File: config.mk
export PLATFORM = sky130hd
export DESIGN_NAME = reset_sequencer
export DESIGN_NICKNAME = d
export VERILOG_FILES = /design/src/rtl/reset_sequencer.sv
export SDC_FILE = /design/constraint.sdc
export NUM_CORES = 1
export LEC_CHECK = 0
export ABC_AREA = 1
export CORE_ASPECT_RATIO = 1.2
export CORE_MARGIN = 8
export CORE_UTILIZATION = 50
export CTS_BUF_LIST = sky130_fd_sc_hd__clkbuf_4 sky130_fd_sc_hd__clkbuf_8
export DETAILED_ROUTE_END_ITERATION = 10
export PLACE_DENSITY = 0.82
export SLEW_MARGIN = 5
export SYNTH_ARGS = -nofsm -noshare
export SYNTH_HDL_FRONTEND = slang
export SYNTH_SLANG_ARGS = --single-unit
File: constraint.sdc
create_clock -name clk -period 2.3 [get_ports clk]
set_input_delay 0.46 -clock clk [delete_from_list [all_inputs] [get_ports clk]]
set_output_delay 0.46 -clock clk [all_outputs]
set_load 0.02 [all_outputs]
File: src/rtl/reset_sequencer.sv
// Power-up reset sequencer: releases NSTAGES dependent resources in order, with a timed
// reset pulse, bounded ready wait, retries and sticky fault. Optional: RSTSEQ_LOCK_MONITOR_EN.
module reset_sequencer #(
  parameter int NSTAGES   = 3,
  parameter int HOLD      = 128,
  parameter int TIMEOUT   = 4096,
  parameter int MAX_RETRY = 3
) (
  input  logic               clk,
  input  logic               rst_n,
  input  logic [NSTAGES-1:0] stage_ready,
  output logic [NSTAGES-1:0] stage_rst,
  output logic               sys_rst,
  output logic               seq_done,
  output logic               fault,
  output logic [2:0]         fault_stage,
  output logic [7:0]         retry_total
);

  localparam int CNT_MAX = (HOLD > TIMEOUT) ? HOLD : TIMEOUT;
  localparam int CW      = $clog2(CNT_MAX) + 1;

  localparam logic [CW-1:0] HOLD_LAST  = CW'(HOLD - 1);
  localparam logic [CW-1:0] TO_LAST    = CW'(TIMEOUT - 1);
  localparam logic [2:0]    LAST_STAGE = 3'(NSTAGES - 1);
  localparam logic [3:0]    RETRY_LIM  = 4'(MAX_RETRY);

  typedef enum logic [1:0] {
    S_ASSERT = 2'b00,
    S_WAIT   = 2'b01,
    S_DONE   = 2'b10,
    S_FAULT  = 2'b11
  } state_t;

  state_t             state_q, state_d;
  logic [2:0]         cur_q, cur_d;
  logic [CW-1:0]      cnt_q, cnt_d;
  logic [3:0]         tries_q, tries_d;
  logic [7:0]         retry_q, retry_d;
  logic [2:0]         fstage_q, fstage_d;
  logic [NSTAGES-1:0] stage_rst_q, stage_rst_d;
  logic               sys_rst_q, sys_rst_d;
  logic               seq_done_q, seq_done_d;
  logic               fault_q, fault_d;
  logic [7:0]         ready_ext_s;

  function automatic logic [7:0] sat_inc8(input logic [7:0] v);
    if (v == 8'hFF) begin
      return 8'hFF;
    end else begin
      return v + 8'd1;
    end
  endfunction

`ifdef RSTSEQ_LOCK_MONITOR_EN
  function automatic logic [2:0] lowest_zero(input logic [7:0] v);
    logic [2:0] idx;
    idx = 3'd0;
    for (int i = 7; i >= 0; i--) begin
      if (!v[i]) begin
        idx = 3'(i);
      end
    end
    return idx;
  endfunction
`endif

  // Unused upper lanes read as ready so they never trigger resequencing or index out of range
  always_comb begin
    ready_ext_s = 8'hFF;
    ready_ext_s[NSTAGES-1:0] = stage_ready;
  end

  // Sequencer next-state logic
  always_comb begin
    state_d  = state_q;
    cur_d    = cur_q;
    cnt_d    = cnt_q;
    tries_d  = tries_q;
    retry_d  = retry_q;
    fstage_d = fstage_q;
    case (state_q)
      S_ASSERT: begin
        if (cnt_q == HOLD_LAST) begin
          cnt_d   = '0;
          state_d = S_WAIT;
        end else begin
          cnt_d = cnt_q + CW'(1);
        end
      end
      S_WAIT: begin
        if (ready_ext_s[cur_q]) begin
          cnt_d = '0;
          if (cur_q == LAST_STAGE) begin
            state_d = S_DONE;
          end else begin
            cur_d   = cur_q + 3'd1;
            tries_d = 4'd0;
            state_d = S_ASSERT;
          end
        end else if (cnt_q == TO_LAST) begin
          cnt_d = '0;
          if (tries_q == RETRY_LIM) begin
            state_d  = S_FAULT;
            fstage_d = cur_q;
          end else begin
            tries_d = tries_q + 4'd1;
            retry_d = sat_inc8(retry_q);
            state_d = S_ASSERT;
          end
        end else begin
          cnt_d = cnt_q + CW'(1);
        end
      end
      S_DONE: begin
`ifdef RSTSEQ_LOCK_MONITOR_EN
        if (!(&ready_ext_s)) begin
          state_d = S_ASSERT;
          cur_d   = lowest_zero(ready_ext_s);
          cnt_d   = '0;
          tries_d = 4'd0;
          retry_d = sat_inc8(retry_q);
        end else begin
          state_d = S_DONE;
        end
`else
        state_d = S_DONE;
`endif
      end
      S_FAULT: begin
        state_d = S_FAULT;
      end
      default: begin
        state_d = S_ASSERT;
        cur_d   = 3'd0;
        cnt_d   = '0;
        tries_d = 4'd0;
      end
    endcase
  end

  // Output decode from the next state so every output comes straight from a flop
  always_comb begin
    stage_rst_d = '0;
    sys_rst_d   = 1'b1;
    seq_done_d  = 1'b0;
    fault_d     = 1'b0;
    case (state_d)
      S_DONE: begin
        sys_rst_d  = 1'b0;
        seq_done_d = 1'b1;
      end
      S_FAULT: begin
        fault_d = 1'b1;
      end
      default: begin
        fault_d = 1'b0;
      end
    endcase
    for (int i = 0; i < NSTAGES; i++) begin
      if (state_d == S_DONE) begin
        stage_rst_d[i] = 1'b0;
      end else if (3'(i) > cur_d) begin
        stage_rst_d[i] = 1'b1;
      end else if (3'(i) == cur_d) begin
        stage_rst_d[i] = (state_d == S_ASSERT) || (state_d == S_FAULT);
      end else begin
        stage_rst_d[i] = 1'b0;
      end
    end
  end

  // Sequencer state registers
  always_ff @(posedge clk or negedge rst_n) begin
    if (!rst_n) begin
      state_q  <= S_ASSERT;
      cur_q    <= 3'd0;
      cnt_q    <= '0;
      tries_q  <= 4'd0;
      retry_q  <= 8'd0;
      fstage_q <= 3'd0;
    end else begin
      state_q  <= state_d;
      cur_q    <= cur_d;
      cnt_q    <= cnt_d;
      tries_q  <= tries_d;
      retry_q  <= retry_d;
      fstage_q <= fstage_d;
    end
  end

  // Output registers
  always_ff @(posedge clk or negedge rst_n) begin
    if (!rst_n) begin
      stage_rst_q <= '1;
      sys_rst_q   <= 1'b1;
      seq_done_q  <= 1'b0;
      fault_q     <= 1'b0;
    end else begin
      stage_rst_q <= stage_rst_d;
      sys_rst_q   <= sys_rst_d;
      seq_done_q  <= seq_done_d;
      fault_q     <= fault_d;
    end
  end

  assign stage_rst   = stage_rst_q;
  assign sys_rst     = sys_rst_q;
  assign seq_done    = seq_done_q;
  assign fault       = fault_q;
  assign fault_stage = fstage_q;
  assign retry_total = retry_q;

endmodule
==> Yosys cells after proc, flatten, opt, wreduce, memory -nomap -nowiden <==
Cells that the tools add are included.
{ "word_totals": {"inputBits": 5, "wordCells": 75, "out_inout_bits": 17, "ff_bits": 39} }
{ "classes": {"n_eq_ne": 14, "mux": 32, "n_bitwise": 2, "reduce_logical": 9, "add_sub_neg": 4, "order_cmp": 4} }
{ "op_table": {"columns": ["operator", "n"], "rows": [
  ["$mux 13", 3],
  ["$pmux 13 s2", 1],
  ["$mux 4", 4],
  ["$add 13x1->13 const B", 1],
  ["$eq 13x12->1 const B", 1],
  ["$eq 13x7->1 const B", 1],
  ["$mux 1", 13],
  ["$reduce_and 4->1", 3],
  ["$mux 2", 5],
  ["$mux 3", 3],
  ["$add 8x1->8 const B", 1],
  ["$eq 2x2->1 const B", 4],
  ["$eq 8x8->1 const B", 1],
  ["$mux 8", 1],
  ["$pmux 2 s4", 1],
  ["$gt 1x3->1 const A", 2],
  ["$add 4x1->4 const B", 1],
  ["$eq 4x2->1 const B", 1],
  ["$logic_not 2->1", 2],
  ["$lt 3x4->1 const B", 1],
  ["$ne 2x2->1 const B", 2],
  ["$reduce_bool 2->1", 2],
  ["$add 3x1->3 const B", 1],
  ["$bmux 1 s3", 1],
  ["other kinds (8)", 9]
]} }

==> Logic depth before layout (Yosys ltp) <==
{ "logic_depth": {"ltp_word": 10, "mapped_depth": 14, "ltp_nobuf": 14} }

==> Worst setup path after synthesis <==
No wires, ideal clock.
{ "synth_path": {"path_type": "input to register", "start": "in stage_ready[2]", "end": "reg stage_rst_q[2], in the netlist stage_rst[2]", "n_path_buf": 0, "t_arrival_ns": 1.747, "setup_ns": 0.085, "setup_slack_ns": 0.468, "cell_stages": 13, "t_required_ns": 2.215, "path_cell_list": "nor2_1 > nor2_1 > nor2_2 > nand2_4 > o21ai_2 > nand3_1 > nand2_1 > ha_1 > inv_1 > nand3_1 > inv_1 > nand2_1 > o21ai_0"} }
{ "synth_between": {"elab_chain_len": 9, "word_cells_on_any_way": 15, "classes_between": "order compare: 1; eq/ne: 3; mux: 9; reduce/logical: 2"} }
{ "synth_lines": {"columns": ["element", "line", "source"], "rows": [
  ["start, declared", "11", "input logic [NSTAGES-1:0] stage_ready,"],
  ["$bmux 1 s3 (*)", "92", "if (ready_ext_s[cur_q]) begin"],
  ["$mux 1 (implied by the code) (*)", "92", null],
  ["$mux 2 (*)", "92", null],
  ["$pmux 2 s4 (*)", "82", "case (state_q)"],
  ["net state_d[1]", "35", "state_t state_q, state_d;"],
  ["$eq 2x2->1 / $logic_not 2->1 (equally long branches)", "166", "stage_rst_d[i] = (state_d == S_ASSERT) || (state_d == S_FAULT);"],
  ["$logic_or 1x1->1", "166", null],
  ["$mux 1", "165", "end else if (3'(i) == cur_d) begin"],
  ["$mux 1", "163", "end else if (3'(i) > cur_d) begin"],
  ["$mux 1 (*)", "161", "if (state_d == S_DONE) begin"],
  ["net stage_rst_d[2]", "41", "logic [NSTAGES-1:0] stage_rst_q, stage_rst_d;"],
  ["end signal, assigned", "200", "stage_rst_q <= stage_rst_d;"],
  ["end, declared", "41", null]
]} }
Mark *: on every way through the listed nets, which the timed path passes. The rest lies on a longest branch. The select of a mux whose other input is x is not followed.
A chain may end at the register's enable or synchronous reset.

==> Worst setup path after layout <==
{ "layout_path": {"start": "reg cnt_q[0]", "end": "reg stage_rst_q[0], in the netlist stage_rst[0]"} }
{ "layout_between": {"elab_chain_len": 9, "word_cells_on_any_way": 13, "classes_between": "eq/ne: 4; mux: 7; reduce/logical: 2"} }
{ "layout_lines": {"columns": ["element", "line", "source"], "rows": [
  ["start, declared", "37", "logic [CW-1:0] cnt_q, cnt_d;"],
  ["start signal, assigned", "185", "cnt_q <= cnt_d;"],
  ["$eq 13x12->1", "101", "end else if (cnt_q == TO_LAST) begin"],
  ["$mux 2", "101", null],
  ["$mux 2", "92", null],
  ["$pmux 2 s4 (*)", "82", null],
  ["$eq 2x2->1 / $logic_not 2->1 (equally long branches)", "166", null],
  ["$logic_or 1x1->1", "166", null],
  ["$mux 1", "165", null],
  ["$mux 1", "163", null],
  ["$mux 1 (*)", "161", null],
  ["net stage_rst_d[0]", "41", null]
]} }
Mark *: on every way through the listed nets, which the timed path passes. The rest lies on a longest branch.

==> results.yml <==
power:
  cellPowerDensity_nw_per_um2: 456.7
  finalPower_w: 0.001182
  p_clk_frac: 0.402
  p_seq_frac: 0.580
  p_leak_nw: 1.225
  sw_frac_of_total: 0.2320
  internal-power_w: 0.0009080
  p_sw_w: 0.0002744
  vdd_drop_max_mv: 0.3317
  p_comb_frac: 0.018
placed_design:
  placed_area_um2: 2491
  placed_cells: 357
  dp_hpwl_mm: 3.293
  gp_congestion: 0.7981
  placement.io_buffers: 21
routing:
  wirelength_mm: 4.335
  drc: 0
  via_per_inst: 4.844
  drt-initial-drc-count: 71
  ant_nets: 0
  num_vias: 1768
  wire_per_inst_um: 11.88
  dr.pass1.iters: 4
clocking:
  worstSkewPairLatency_ps: 300
  cts_tree: "yes"
  clockRootBuffer: "clkbuf_8"
  cts.clk_slew.worst_paths_ps: 90
  htree_levels: 2
  cts_hold_buf: 0
  cts.sinks: 39
  clockBufferDepth: 2
  cts_buffers: 5
  postCtsSetupBuffers: 0
worst_setup_path:
  crit_fanout: 4
  critPathBufInv: 2
  critPathKind: "reg2reg"
  startpoint_type: "flop"
  cp.required_ps: 2540
  crit_family: "simple AND/OR/NAND/NOR gates"
  endpoint_kind: "flop"
  arrival_ps: 2270
  cp_slowest_cell: "dfrtp_1"
  slowest_delay_ps: 380
  path_cells: "ha_1 > nand3_2 > nor3_1 > nand3_1 > o21ai_0 > nand2_1 > ha_1 > inv_1 > nand3_1 > inv_1 > nand2_1 > nor2_1"
synthesis:
  synth_area_per_cell_um2: 7.923
  yosysWarnings: 0
  netlist.area_leader.share: 0.3991
  netlist_top_cells_area: "dfrtp_1 40%, nand2_1 11%, inv_1 6.3%"
  syn_nets: 289
  synth_cells: 277
  synthesis.area_um2: 2195
  yosys.area.top_type: "dfrtp_1"
  synth_seq_cells: 39
  seq_area_frac_synth: 0.4470
  yosysUniqueCellTypes: 29
global_routing:
  groute.usage.overall: 0.1382
  antenna_found_initial: 0
  grt_start_max_net_pins: 40
  grt_overflow: 0
  grt_pass1_wl_mm: 7.693
  grt_pass1_vias: 1830
floorplan:
  start_util: 0.5189
  die_area_um2: 6774
  rows: 26
  num_io_pins: 22
  die_x_um: 76.48
  coreArea_um2: 4229
  fp.dieH_um: 88.58
hold_path:
  hp-class: "in2async"
timing:
  finalSetupTns_ps: 0
  period_share: 0.8841
  slew_headroom: 0.4252
  fin_skew_ps: 7.771
  hold_violations: 0
  max_freq_ghz: 0.4918
  max_slew.worst_pin.slew_ps: 862.2
  finalCriticalPeriod_ps: 2033
  rsz0062_at_grt: "false"
  finalSetupViolCount: 0
  slew_viol_final: 0
run_status:
  outcome: "finished, final reports clean"
flow_run:
  maxCapViolations: 0
layout:
  drive_above_1_share: 0.1327
  finalNonFillerCells: 365
  post-route-cell-area_um2: 2589
  syn_to_final_growth_pct: 17.96
  diodes: 0
  fillCellCount: 383
  nets: 320
[power groups by stage]
| stage | Clock, W | Combinational, W | Sequential, W |
|---|---|---|---|
| global route | 0.000517 | 0.0000250 | 0.000685 |
| floorplan | 0 | 0.00000268 | 0.000699 |
| CTS | 0.000492 | 0.0000224 | 0.000685 |
| finish | 0.000476 | 0.0000212 | 0.000685 |
| global placement | 0 | 0.0000222 | 0.000699 |
| detailed placement | 0 | 0.0000225 | 0.000699 |
[worst reg2reg max path, cell delays in order (launching register included)]
cell,delay (ps)
dfrtp_1,380
ha_1,200
nand3_2,140
nor3_1,170
nand3_1,110
o21ai_0,200
nand2_1,120
ha_1,220
inv_1,80
nand3_1,120
inv_1,90
nand2_1,60
nor2_1,90
[cell families (layout without fill, tap and decap cells)]
family / Yosys count / after routing / share of synthesized area
AO/OA/AOI/OAI: 26 / 26 / 0.06100
flip-flops: 39 / 39 / 0.4470
XOR/XNOR: 13 / 13 / 0.05188
buffers and inverters: 44 / 76 / 0.08038
AND/OR/NAND/NOR: 148 / 148 / 0.3198
adder cells (fa/ha/maj): 7 / 7 / 0.03991
[cells in the mapped netlist]
library cell  instances
nor2_2                2
nor3_2                3
nor4_1                1
nand2_4               2
buf_6                 1
buf_2                 1
nand2_2               6
dfrtp_1              35
nand4_1               4
xor2_1               11
clkinv_1              1
o21ai_2               1
o21ai_0              14
inv_2                 3
nand3_1              25
dfstp_2               4
nand2_1              67
inv_4                 1
nor2_8                1
inv_1                37
nor2_4                2
nand3b_1              2
a21oi_1               4
nand3_2               1
nor2_1               29
o21ai_1               7
xnor2_1               2
nor3_1                3
ha_1                  7
[cells in the final DEF, fill, tap and decap left out, types with 2 or more instances in the layout]
master           netlist  routed
nand2_1               67      67
inv_2                  3       3
dfstp_2                4       4
xnor2_1                2       2
nand2_2                6       6
o21ai_1                7       7
nand4_1                4       4
nand3b_1               2       2
clkdlybuf4s50_1        0      20
nor3_2                 3       3
nor2_2                 2       2
clkbuf_8               0       5
nand2_4                2       2
clkinvlp_4             0       2
xor2_1                11      11
nand3_1               25      24
nor3_1                 3       3
buf_4                  0       5
nor2_4                 2       2
inv_1                 37      37
nand3_2                1       2
nor2_1                29      29
o21ai_0               14      14
dfrtp_1               35      35
ha_1                   7       7
a21oi_1                4       4
[stage by stage]
stage / hold WS [ps] / worst slack, ps / util
finish: 270.5 / 266.6 / 0.6121
global route: 348.7 / 8.265 / 0.6121
CTS: 296.3 / 205.8 / 0.6109
detailed placement: 474.3 / 50.17 / 0.5891
global placement: 453.8 / 144.7 / 0.5891
floorplan: 164.4 / 467.9 / -
[registers in the layout, summed over array words and instances, names as in the netlist]
name	count
cnt_q	13
retry_total	8
tries_q	4
cur_q	3
fault_stage	3
stage_rst	3
state_q	2
fault	1
seq_done	1
sys_rst	1
[per-layer routing]
layer / routed length [um] / part of all wire / track usage / vias up
met4: 43 / 0.0099 / 0.05254 / 0
met3: 160 / 0.037 / 0.04167 / 4
met1: 1918 / 0.44 / 0.1415 / 817
met5: 0 / 0 / 0 / -
met2: 2212 / 0.51 / 0.2605 / 20
li1: - / - / - / 927
[area by class of cell]
| cell class | count | area, um^2 | share of cell area |
|---|---|---|---|
| well taps | 56 | 70.07 | 0.02707 |
| clock buffers | 5 | 68.82 | 0.02658 |
| flip-flops and latches | 39 | 980.9 | 0.3789 |
| clock inverters | 3 | 23.77 | 0.009183 |
| inverters | 42 | 160.2 | 0.06187 |
| multi-input cells | 194 | 1042 | 0.4026 |
| repair buffers | 26 | 242.7 | 0.09377 |
[path summary, 6_finish.rpt]
kind / from / to / slack, ps / depth (start not counted)
setup / recovery: cnt_q[0]$_DFFE_PN0P_ / stage_rst[0]$_DFF_PN1_ / 270 / 12
hold / removal: rst_n / retry_total[1]$_DFFE_PN0P_ / 270 / 1
setup reg to reg: cnt_q[0]$_DFFE_PN0P_ / stage_rst[0]$_DFF_PN1_ / 270 / 12
hold reg to reg: fault_stage[2]$_DFFE_PN0P_ / fault_stage[2]$_DFFE_PN0P_ / 490 / 2
max in group asynchronous: rst_n / tries_q[2]$_DFFE_PN0P_ / 1490 / 1
min in group clk: fault_stage[2]$_DFFE_PN0P_ / fault_stage[2]$_DFFE_PN0P_ / 490 / 2
[what timing repair did]
item,4_1_cts,5_1_grt
setup endpoints to repair,0,3
resized for setup,0,1
endpoints found under the hold margin,0,0
Note: power is estimated with default switching activity, not from simulation.
==> RTL edit (config.mk and constraints unchanged) <==
Encoding of `state_t`: now Gray code (2 bits for 4 states).
--- a/src/rtl/reset_sequencer.sv
+++ b/src/rtl/reset_sequencer.sv
@@ -28,8 +28,8 @@
   typedef enum logic [1:0] {
     S_ASSERT = 2'b00,
     S_WAIT   = 2'b01,
-    S_DONE   = 2'b10,
-    S_FAULT  = 2'b11
+    S_DONE   = 2'b11,
+    S_FAULT  = 2'b10
   } state_t;
 
   state_t             state_q, state_d;
Formal check against the unedited RTL: no difference found for any inputs over 10 cycles, from zero or initial values and one cycle with rst_n low; not proved beyond that.
==> RTL edit against the unedited design <==
Final area is 3.6% lower. Count of clock-buffer cells in the layout stayed put. Area after synthesis is 2.6% lower. Combinational power is 6% higher. Power is 0.30% higher. Maximum frequency is 8.4% higher. Via count is 0.51% lower. Sequential cell count stayed put. Non-clock buffer count is 5 lower. Wire length is 0.14% higher. Setup slack better by 160 ps. Highest routed layer unchanged.
==> RTL edit: results (changes against the unedited design) <==
Clock network
  • Clock transition at path regs: roughly 80 ps

Global route
  • Global-route wire length before repair: 7.96 mm (was 7.69 mm)

Cells and area
  • Fin nets: 293 (was 320)
  • Share of layout cells above drive strength 1: 0.144 (was 0.133)
  • Fin cells: 340 (was 365)

Setup path
  • CP arrival: 1420 ps (was 2270 ps)
  • Worst path slowest cell: clkdlybuf4s50_1 (was dfrtp_1)
  • Worst-path fanout max: 1 (was 4)
  • CP delay by family, top: buffers and inverters (was simple AND/OR/NAND/NOR gates)

Yosys
  • Xor and xnor area share after synthesis: 0.0369 (was 0.0519)
  • Dominant cells by area after synthesis: dfrtp_1 41%, nand2_1 8.1%, inv_1 5.3%, dfstp_2 4.9%, nand3_1 4.7% (was dfrtp_1 40%, nand2_1 11%, inv_1 6.3%, nand3_1 5.7%, nor2_1 5.0%)
  • Yosys cell types: 36 (was 29)
  • Post-synth top cells: 46 x nand2_1, 35 x dfrtp_1, 30 x inv_1 (was 67 x nand2_1, 37 x inv_1, 35 x dfrtp_1)
  • Avg Cell Area, Syn: 8.32 um^2 (was 7.92 um^2)
  • Seq/Total Area, Yosys: 0.459 (was 0.447)
  • Compound-Gate Fraction of Synth Area: 0.0954 (was 0.0610)

Power and ir drop
  • LEAKAGE: 0.00113 uW (was 0.00122 uW)
  • Max VDD drop: 507 uV (was 332 uV)

Run status
  • Status: finished clean (unchanged)

Timing
  • Fin Clk Skew: 6.61 ps (was 7.77 ps)
  • Slew margin rel.: 0.427 (was 0.425)

Route
  • Via/cell ratio: 5.17 (was 4.84)
  • Initial DRC Count: 114 (was 71)
  • Avg WL per Cell: 12.8 um (was 11.9 um)

Placement
  • Cell Count Post-Placement: 332 (was 357)
  • Detail Placement HPWL: 3.34 mm (was 3.29 mm)
## RTL edit: changes by cell type in the layout (fill, tap and decap cells not counted), moves of 5 or more
cell / delta
inv_1: -7
o21ai_0: +6
buf_4: -5
nand2_1: -21
## RTL edit: path summary, 6_finish.rpt
check / end / depth (start not counted) / slack (ps) / from
worst min-delay path: cnt_q[6] / 1 / 260 / rst_n
max in group asynchronous: retry_total[2] / 1 / 1490 / rst_n
worst max register to register: cnt_q[4] / 9 / 450 / cnt_q[0]
min in group clk: fault_stage[1] / 2 / 490 / fault_stage[1]
worst min register to register: fault_stage[1] / 2 / 490 / fault_stage[1]
worst max-delay path: stage_rst[0] / 1 / 420 / stage_rst[0]
## RTL edit: logic make-up after synthesis
family	count (synthesis)
fa+ha+maj	5
flops	39
simple gates	134
buf+inv	35
xor+xnor	9
compound gates	35
## RTL edit: layer usage
metal / share of wire / vias to the layer above / routed length (um) / global-route usage
met5: 0 / - / 0 / 0
met4: 0.035 / 0 / 153 / 0.0928
met3: 0.042 / 14 / 182 / 0.0424
met2: 0.52 / 40 / 2270 / 0.273
met1: 0.40 / 820 / 1740 / 0.157
li1: - / 885 / - / -
## RTL edit: area by class of cell
type,instances,area [um^2]
clock buffers,5,68.8
clock inverters,3,23.8
fillers,363,1700
inverters,33,128
multi-input cells,183,1020
flip-flops and latches,39,981
well taps,56,70.1
repair buffers,21,205
## RTL edit: power by group
part	internal [uW]	total, uW	switching (uW)
Clock	217	478	261
Combinational	6.26	22.5	16.2
Sequential	685	685	0
Total	908	1190	278
## RTL edit: metrics by stage
step	area (um^2)	setup WS, ps	utilization
after floorplan	2140	715	-
after global placement	2400	281	0.573
after detailed placement	2400	268	0.573
after CTS	2500	406	0.595
after global routing	2500	152	0.595
final	2500	425	0.595
